**src/rtl/phase_readout_pkg.sv**
```systemverilog
// phase_readout_pkg: shared constants and types for the phase-counter readout sequencer.
//   PHASE_ADDR_BASE : byte address of phase counter 0 in the counter array
//   WORD_STRIDE     : byte distance between consecutive counter words
//   state_e         : sequencer state encoding (2 bits)
package phase_readout_pkg;

    localparam logic [31:0] PHASE_ADDR_BASE = 32'h4000_0000;
    localparam logic [31:0] WORD_STRIDE     = 32'd4;

    typedef enum logic [1:0] {
        StIdle = 2'd0,
        StAddr = 2'd1,
        StSend = 2'd2,
        StDone = 2'd3
    } state_e;

endpackage

```
**src/rtl/phase_readout.sv**
```systemverilog
// phase_readout: walks N phase counters through their word-addressed read port, streams each
// 32-bit count over valid/ready and latches a thresholded N-bit spin vector per sweep.
//   clk, rst        : clock (rising edge) and asynchronous active-high reset
//   start           : sweep request, honoured only in IDLE
//   counter_cutoff  : unsigned threshold, held stable during a sweep
//   rd_addr / phase : registered read address and the combinational counter word it selects
//   out_valid/ready/data/last : word stream, out_last marks counter N-1
//   busy            : high outside IDLE
//   done            : one-cycle pulse after the final handshake
//   spins           : spin vector of the last completed sweep
module phase_readout
    import phase_readout_pkg::*;
#(
    parameter int unsigned N         = 3,
    parameter logic [31:0] ADDR_BASE = PHASE_ADDR_BASE
) (
    input  logic          clk,
    input  logic          rst,
    input  logic          start,
    input  logic [31:0]   counter_cutoff,
    output logic [31:0]   rd_addr,
    input  logic [31:0]   phase,
    output logic          out_valid,
    input  logic          out_ready,
    output logic [31:0]   out_data,
    output logic          out_last,
    output logic          busy,
    output logic          done,
    output logic [N-1:0]  spins
);

    localparam logic [31:0] LastIdx = 32'(N - 1);

    state_e         state_q, state_d;
    logic [31:0]    idx_q, idx_d;
    logic [31:0]    rd_addr_q, rd_addr_d;
    logic [31:0]    out_data_q, out_data_d;
    logic           out_valid_q, out_valid_d;
    logic           out_last_q, out_last_d;
    logic           done_q, done_d;
    logic [N-1:0]   spins_q, spins_d;
    logic [N-1:0]   shadow_q, shadow_d;

    logic           last_word;
    logic           handshake;

    assign last_word = (idx_q == LastIdx);
    assign handshake = out_valid_q && out_ready;

    // State register.
    always_ff @(posedge clk or posedge rst) begin
        if (rst) begin
            state_q <= StIdle;
        end else begin
            state_q <= state_d;
        end
    end

    // Next-state logic.
    always_comb begin
        state_d = state_q;
        unique case (state_q)
            StIdle: if (start) state_d = StAddr;
            StAddr: state_d = StSend;
            StSend: if (handshake) state_d = last_word ? StDone : StAddr;
            StDone: state_d = StIdle;
            default: state_d = StIdle;
        endcase
    end

    // Datapath next-state: every stream output is registered, so out_ready never reaches
    // out_valid or out_data combinationally.
    always_comb begin
        idx_d       = idx_q;
        rd_addr_d   = rd_addr_q;
        out_data_d  = out_data_q;
        out_valid_d = out_valid_q;
        out_last_d  = out_last_q;
        done_d      = done_q;
        spins_d     = spins_q;
        shadow_d    = shadow_q;
        unique case (state_q)
            StIdle: begin
                if (start) begin
                    idx_d     = '0;
                    rd_addr_d = ADDR_BASE;
                end
            end
            StAddr: begin
                out_data_d  = phase;
                out_valid_d = 1'b1;
                out_last_d  = last_word;
                for (int unsigned i = 0; i < N; i++) begin
                    if (idx_q == 32'(i)) shadow_d[i] = (phase >= counter_cutoff);
                end
            end
            StSend: begin
                if (handshake) begin
                    out_valid_d = 1'b0;
                    if (last_word) begin
                        out_last_d = 1'b0;
                        spins_d    = shadow_q;
                        done_d     = 1'b1;
                    end else begin
                        idx_d     = idx_q + 32'd1;
                        rd_addr_d = rd_addr_q + WORD_STRIDE;
                    end
                end
            end
            StDone: done_d = 1'b0;
            default: ;
        endcase
    end

    always_ff @(posedge clk or posedge rst) begin
        if (rst) begin
            idx_q       <= '0;
            rd_addr_q   <= ADDR_BASE;
            out_data_q  <= '0;
            out_valid_q <= 1'b0;
            out_last_q  <= 1'b0;
            done_q      <= 1'b0;
            spins_q     <= '0;
            shadow_q    <= '0;
        end else begin
            idx_q       <= idx_d;
            rd_addr_q   <= rd_addr_d;
            out_data_q  <= out_data_d;
            out_valid_q <= out_valid_d;
            out_last_q  <= out_last_d;
            done_q      <= done_d;
            spins_q     <= spins_d;
            shadow_q    <= shadow_d;
        end
    end

    // Output logic.
    always_comb begin
        busy      = (state_q != StIdle);
        rd_addr   = rd_addr_q;
        out_data  = out_data_q;
        out_valid = out_valid_q;
        out_last  = out_last_q;
        done      = done_q;
        spins     = spins_q;
    end

endmodule

```
**config.mk**
```make
export PLATFORM = sky130hd
export DESIGN_NAME = phase_readout
export DESIGN_NICKNAME = d
export VERILOG_FILES = /design/src/rtl/phase_readout_pkg.sv /design/src/rtl/phase_readout.sv
export SDC_FILE = /design/constraint.sdc
export NUM_CORES = 1
export LEC_CHECK = 0
export ABC_AREA = 1
export BUFFER_PORTS_ARGS = -buffer_cell sky130_fd_sc_hd__buf_2
export CORE_MARGIN = 2
export CORE_UTILIZATION = 60
export CTS_BUF_LIST = sky130_fd_sc_hd__clkbuf_16
export DETAILED_ROUTE_END_ITERATION = 7
export PLACE_DENSITY = 0.93
export SYNTH_ARGS = -nofsm -noshare
export SYNTH_HDL_FRONTEND = slang
export SYNTH_SLANG_ARGS = --single-unit
```
**constraint.sdc**
```tcl
create_clock -name clk -period 5.4 [get_ports clk]
set_input_delay 0.54 -clock clk [delete_from_list [all_inputs] [get_ports clk]]
set_output_delay 0.54 -clock clk [all_outputs]
set_load 0.01 [all_outputs]
```
==> results of run 1 <==
flip-flops by register name, indices dropped and copies added (netlist names):
| name | flops |
|---|---|
| idx_q | 32 |
| out_data | 32 |
| rd_addr | 30 |
| shadow_q | 3 |
| spins | 3 |
| state_q | 2 |
| done | 1 |
| out_last | 1 |
| out_valid | 1 |
placed cells by master, fill, tap and decap left out, drive strengths merged:
cell type / n
buf: 139
and3: 1
inv: 117
o211ai: 1
nand4: 20
o21a: 1
nor4: 2
clkinv: 4
dfrtp: 104
dfstp: 1
xnor2: 1
clkbuf: 9
a21o: 5
a21oi: 15
o31ai: 2
nand3: 66
nand2: 350
nor3: 36
o21ai: 65
conb: 2
ha: 37
nor2: 109
xor2: 23
cell families (layout without fill, tap and decap cells):
kind of cell	after synthesis	count (layout)	synth area share, %
buf+inv	141	269	8.59
other cells	1	2	0.0549
flops	105	105	38.5
simple gates	584	584	35.3
compound gates	89	89	7.73
fa+ha+maj	37	37	6.78
xor+xnor	24	24	3.08
through the flow:
stage / std cells / hold slack, ps / area, um2 / util, %
2_1_floorplan: 982 / 449 / 6840 / -
3_3_place_gp: 1234 / 449 / 7560 / 68.8
3_5_place_dp: 1234 / 454 / 7560 / 68.8
4_1_cts: 1250 / 267 / 7840 / 71.4
5_1_grt: 1250 / 282 / 7840 / 71.4
6_report: 1250 / 240 / 7840 / 71.4
worst max-delay path, cell delays in order (launching register included):
cell	delay [ps]
dfrtp_1	500
inv_1	130
ha_1	220
nand2_1	70
nor2_1	40
nand2_1	100
nor2_4	60
nand2_2	100
nand2_4	340
inv_2	820
o21ai_0	190
metal layers:
layer / global-route usage [%] / share of wire [%] / vias up
met3: 6.72 / 8.3 / 44
met5: 0 / 0 / -
met2: 47.8 / 47 / 330
met4: 10.7 / 2.8 / 0
li1: - / - / 3361
met1: 38.9 / 42 / 3103
power by group through the flow:
| stage | sequential [uW] | combinational [uW] | clock (uW) |
|---|---|---|---|
| finish | 1060 | 988 | 641 |
| global route | 1090 | 1110 | 680 |
| CTS | 1060 | 994 | 647 |
| detailed placement | 1070 | 990 | 0 |
| global placement | 1070 | 955 | 0 |
| floorplan | 1130 | 656 | 0 |
cell type report:
type / count / area [um2]
Clock inverter: 7 / 51.3
Clock buffer: 9 / 225
Inverter: 114 / 430
Timing Repair Buffer: 139 / 703
Tap cell: 140 / 175
Multi-Input combinational cell: 736 / 3620
Sequential cell: 105 / 2630
Fill cell: 882 / 3150
worst min-delay path by stage:
stage | cells past startpoint | endpoint | slack [ps]
floorplan | 2 | spins[0]$_DFFE_PP0P_ | 450
global placement | 2 | out_data[28]$_DFFE_PP0P_ | 450
detailed placement | 2 | out_data[30]$_DFFE_PP0P_ | 450
CTS | 2 | out_data[11]$_DFFE_PP0P_ | 270
global route | 2 | out_data[10]$_DFFE_PP0P_ | 280
finish | 2 | out_data[10]$_DFFE_PP0P_ | 240
==> flow_summary_export.csv, run 1 <==
group,metric,value,unit
outcome,outcome,"finished clean",
routing,routed_wl,17.8,mm
pwr,p_leak,0.00397,uW
pwr,power,2690,uW
logic_synthesis,synthDistinctLibCells,33,
sta,worstMarginPinSlew,1200,ps
logic_synthesis,synth_commonest_cells,"nand2_1, dfrtp_1, nor2_1",
worst_setup_path,arrival,2970,ps
worst_setup_path,crit_path_max_fanout,70,
clocking,cts_sinks,105,
sta,slew_viol_final,0,
logic_synthesis,ys_seq_area_share,38.5,%
routing,wire_per_inst,14.3,um
clocking,post_cts_buffers,0,
grt,grt_pass1_wl,30.0,mm
die,design.core.area,11000,um2
sta,worst_clock_skew,7.24,ps
pwr,internal_power,1550,uW
grt,grt_pass1_vias,6396,
sta,rsz0062_at_grt,"false",
die,die_area,12300,um2
worst_hold_path,hold_class,"input port to asynchronous set/reset pin",
worst_setup_path,rr_startpoint,"idx_q[0]$_DFFE_PP0P_",
sta,setup_viol,0,
logic_synthesis,synth_edf_count,0,
finish,antenna_cells,0,
worst_setup_path,critPathRequiredTime,5600,ps
clocking,clockBufferDepth,2,
clocking,cts_max_level,3,
pwr,p_comb_share,36.7,%
clocking,cts_tree,"built",
worst_setup_path,r2r_cells,10,
pwr,p_seq_share,39.5,%
clocking,clk_pin_slew,80,ps
sta,fmaxAchievable,0.361,GHz
pwr,power_density,344,nW/um2
routing,drc,0,
clocking,insertion_delay,360,ps
finish,final_nets,1210,
worst_setup_path,critPathLaunch,"idx_q[0]$_DFFE_PP0P_",
logic_synthesis,ys_seq_elements,105,
placement,port_buffers,136,
logic_synthesis,synthFlopType,"dfrtp_1",
grt,track_usage,29.5,%
logic_synthesis,async_flop_share,100,%
die,io_pins,139,
grt,antenna_found_initial,0,
grt,overflow,0,
sta,layout_min_cycle_time,2770,ps
routing,antenna_left,0,
die,row_count,38,
sta,fin_setup_tns,0,ps
clocking,ctsHoldBuffers,0,
logic_synthesis,syn-instance-count,981,
clocking,cts-root-buf,"clkbuf_16",
die,initial_core_util,62.2,%
routing,drt_iter0_drc,640,
clocking,cts_made_buffers,9,
sta,hold_violations,0,
logic_synthesis,synth_most_common_cell,"nand2_1",
placement,preCtsSetupSlack,2630,ps
placement,dp_hpwl,13.4,mm
sta,fin_crit_sh,51.3,%
finish,syn_to_final_growth,14.7,%
logic_synthesis,synth_top_area_share,38.1,%
logic_synthesis,ys_warn_count,0,
clocking,cts_resized,0,
routing,vias,6838,
logic_synthesis,yosysTopAreaCell,"dfrtp_1",
die,die_width,111,um
worst_setup_path,endpoint_kind,"register",
logic_synthesis,synth_top_cells_by_area,"dfrtp_1, nand2_1, ha_1, nor2_1, inv_1",
die,fp.dieH,111,um
worst_setup_path,endpoint,"idx_q[15]$_DFFE_PP0P_",
sta,relSlewSlack,20.1,%
finish,drive_above_1_share,17.4,%
routing,dr.pass1.iters,6,
sta,fin_ws,2630,ps
logic_synthesis,syn_area,6830,um2
pwr,p_clk_share,23.8,%
pwr,p_sw_share,42.3,%
pwr,p_sw,1140,uW
worst_setup_path,r2r_setup_slack,2630,ps
worst_setup_path,timing.rr.end,"idx_q[15]$_DFFE_PP0P_",
logic_synthesis,avgSynthCellArea,6.97,um2
worst_setup_path,start_kind,"register",
flow_run,maxCapViolations,0,
pwr,irDropWorstVdd,310,uV
worst_setup_path,worst-setup-path-type,"register to register",
placement,gp_congestion,0.965,
routing,routed_via_density,5.47,
grt,grt_max_degree,71,
No activity file was read; power rests on OpenSTA's default activity.
==> inputs of run 2 (changes only) <==
Settings changed: ABC_AREA 1 to 0, CORE_UTILIZATION 60 to 49, PLACE_DENSITY 0.93 to 0.84.
Clock period 5.4 ns to 2.22 ns, I/O delays scaled along.
==> run 2 against run 1 <==
Net effect:
- the run now ends with setup timing left
- fmax increased by 7.7%
- critical endpoint is now rd_addr[29]$_DFFE_PP0P_
- register-to-register slack got worse by 3000 ps
- combinational power up 120%
- critical path type unchanged
- wire length is 17% lower
==> flow_summary_export.csv, run 2 <==
group,metric,value,unit
sta,layout_min_cycle_time,2570,ps
finish,multiInputGateArea,2990,um2
grt,grt_max_degree,106,
worst_setup_path,path_common_cell,"or4b_4",
worst_setup_path,crit_slowest_cell,"or4b_4",
grt,overflow,0,
finish,regArea,2640,um2
worst_setup_path,crit_path_max_fanout,5,
die,die_width,112,um
routing,drt_iter0_drc,317,
pwr,p_seq_share,40.9,%
die,fp.dieH,112,um
pwr,internal_power,4210,uW
logic_synthesis,synthDistinctLibCells,48,
logic_synthesis,avgSynthCellArea,9.82,um2
grt,antenna_found_initial,0,
pwr,power,6260,uW
die,die_area,12500,um2
pwr,p_sw_share,32.8,%
logic_synthesis,async_flop_share,100,%
finish,final_util,65.3,%
worst_setup_path,r2r_setup_slack,-350,ps
placement,gp_congestion,0.882,
placement,port_buffers,136,
die,design.core.area,11400,um2
clocking,clk_pin_slew,60,ps
worst_setup_path,start_kind,"register",
finish,final_nets,874,
die,io_pins,139,
pwr,p_comb_share,34.8,%
routing,vias,5061,
worst_setup_path,critPathBufInv,0,
worst_setup_path,path_cells,"nand4_1 > or4b_4 > or4_4 > or4b_4 > or3_4 > a21oi_2",
worst_setup_path,endpoint,"rd_addr[29]$_DFFE_PP0P_",
die,initial_core_util,50.1,%
finish,drive_above_1_share,37.0,%
sta,hold_violations,0,
logic_synthesis,ys_seq_elements,105,
sta,setup_viol,9,
logic_synthesis,synth_edf_count,0,
sta,fin_crit_sh,116,%
worst_setup_path,worstSetupPathDepth,6,
worst_setup_path,worst-setup-path-type,"register to register",
logic_synthesis,synthFlopType,"dfrtp_1",
grt,grt_pass1_wl,24.4,mm
worst_setup_path,timing.rr.end,"rd_addr[29]$_DFFE_PP0P_",
pwr,p_sw,2050,uW
sta,slew_viol_final,0,
clocking,ctsHoldBuffers,0,
finish,final_area,7430,um2
pwr,p_clk_share,24.3,%
sta,worst_clock_skew,5.20,ps
sta,relSlewSlack,63.5,%
logic_synthesis,synth_top_area_share,45.7,%
grt,globalRouteMet3Util,3.05,%
grt,track_usage,23.6,%
grt,top_usage_layer,"met2",
worst_setup_path,rr_startpoint,"rd_addr[13]$_DFFE_PP0P_",
grt,use_met1,29.0,%
worst_setup_path,endpoint_kind,"register",
clocking,cts_sinks,105,
finish,fill_cells,850,
clocking,cts_max_level,3,
sta,fin_ws,-353,ps
logic_synthesis,syn_area,5690,um2
worst_setup_path,r2r_cells,6,
clocking,cts_tree,"built",
logic_synthesis,synth_commonest_cells,"dfrtp_1, nor2_1, inv_1",
finish,antenna_cells,0,
routing,antenna_left,0,
worst_setup_path,arrival,2850,ps
sta,rsz0062_at_grt,"true",
clocking,insertion_delay,340,ps
logic_synthesis,ys_seq_area_share,46.2,%
placement,placed_area,6920,um2
placement,preCtsSetupSlack,-522,ps
routing,routed_wl,14.7,mm
worst_setup_path,critPathLaunch,"rd_addr[13]$_DFFE_PP0P_",
worst_hold_path,hold_class,"input port to asynchronous set/reset pin",
routing,wire_per_inst,16.1,um
worst_setup_path,critPathTopFamily,"simple AND/OR/NAND/NOR gates",
finish,final_common_cell,"buf_2",
routing,drc,0,
placement,dp_hpwl,10.3,mm
flow_run,maxCapViolations,0,
logic_synthesis,synth_top_cells_by_area,"dfrtp_1, ha_1, mux2_2, xnor2_1, nor2_1",
outcome,outcome,"finished with violations",
worst_setup_path,max_stage_delay,530,ps
pwr,power_density,843,nW/um2
pwr,irDropWorstVdd,476,uV
worst_setup_path,critPathRequiredTime,2490,ps
grt,global_route.usage.met2,41.7,%
logic_synthesis,syn-instance-count,580,
logic_synthesis,ys_warn_count,0,
logic_synthesis,synth_most_common_cell,"dfrtp_1",
logic_synthesis,yosysTopAreaCell,"dfrtp_1",
grt,grt_pass1_vias,5305,
clocking,cts_made_buffers,9,
sta,fmaxAchievable,0.389,GHz
clocking,cts-root-buf,"clkbuf_16",
routing,dr.pass1.iters,5,
clocking,clockBufferDepth,2,
die,row_count,39,
routing,routed_via_density,5.53,
outcome,violations,"setup timing",
finish,syn_to_final_growth,30.5,%
sta,worstMarginPinSlew,548,ps
finish,final_cell_mix,"buf_2, dfrtp_1, nor2_1, buf_4, inv_1",
pwr,p_leak,0.00363,uW
[run 2: changes by cell type in the layout (fill, tap and decap cells not counted), sizes merged, moves of 23 or more]
| cell | previous run | this run |
|---|---|---|
| nand2 | 350 | 43 |
| inv | 117 | 45 |
| buf | 139 | 195 |
| nand3 | 66 | 19 |
| o21ai | 65 | 18 |
| nor2 | 109 | 63 |
| mux2 | 0 | 35 |
| xnor2 | 1 | 28 |
| nor3 | 36 | 13 |
[run 2: power by group through the flow]
stage / Combinational [uW] / Sequential, uW / Clock [uW]
3_5_place_dp: 2100 / 2580 / 0
4_1_cts: 2140 / 2550 / 1540
3_3_place_gp: 2010 / 2550 / 0
2_1_floorplan: 1020 / 2740 / 0
6_report: 2180 / 2560 / 1520
5_1_grt: 2350 / 2610 / 1620
[run 2: through the flow]
stage | hold WS, ps | instances | TNS (ps)
2_1_floorplan | 374 | 581 | -1810
3_3_place_gp | 428 | 889 | -1740
3_5_place_dp | 429 | 889 | -2440
4_1_cts | 65.6 | 909 | -1700
5_1_grt | 93.9 | 916 | -2500
6_report | 40.7 | 916 | -1770
[run 2: worst min path at each step]
stage                  start                       to  depth (start not counted)
finish                   rst    idx_q[24]$_DFFE_PP0P_                          3
global route             rst    idx_q[26]$_DFFE_PP0P_                          3
global placement         rst    idx_q[24]$_DFFE_PP0P_                          3
CTS                      rst    idx_q[26]$_DFFE_PP0P_                          3
floorplan           phase[0]  out_data[0]$_DFFE_PP0P_                          1
detailed placement       rst    idx_q[22]$_DFFE_PP0P_                          3
[run 2: area by class of cell]
cell class	count	share of cell area, %
repair buffers	195	15.7
inverters	45	2.32
well taps	143	2.41
clock inverters	6	0.707
clock buffers	9	3.03
multi-input cells	413	40.3
flip-flops and latches	105	35.5
[run 2: what timing repair did]
item | in CTS | in global routing
resized for setup | 15 | 19
setup buffers | 4 | 6
gates cloned | 1 | 1
pin swaps | 13 | 16
endpoints found under the setup margin | 13 | 37
[run 2: logic make-up (layout without fill, tap and decap cells)]
kind of cell | Yosys count | after routing | share of synthesized area [%]
compound gates | 70 | 70 | 7.52
fa+ha+maj | 37 | 37 | 8.13
xor+xnor | 44 | 44 | 6.77
other cells | 1 | 2 | 0.0659
flops | 105 | 105 | 46.2
mux | 35 | 35 | 6.92
buf+inv | 65 | 255 | 4.46
simple gates | 223 | 225 | 20.0
[run 2: layer usage]
metal / share of wire, % / vias to the layer above
li1: - / 2410
met1: 41 / 2479
met2: 53 / 143
met3: 3.6 / 29
met4: 2.2 / 0
met5: 0 / -
[run 2: worst register-to-register path: cells and delay by family, from the launching register on]
kind               cells  cell delay (ps)
AOI/OAI and AO/OA      1              150
DFF                    1              360
and+or+nand+nor        5             1990
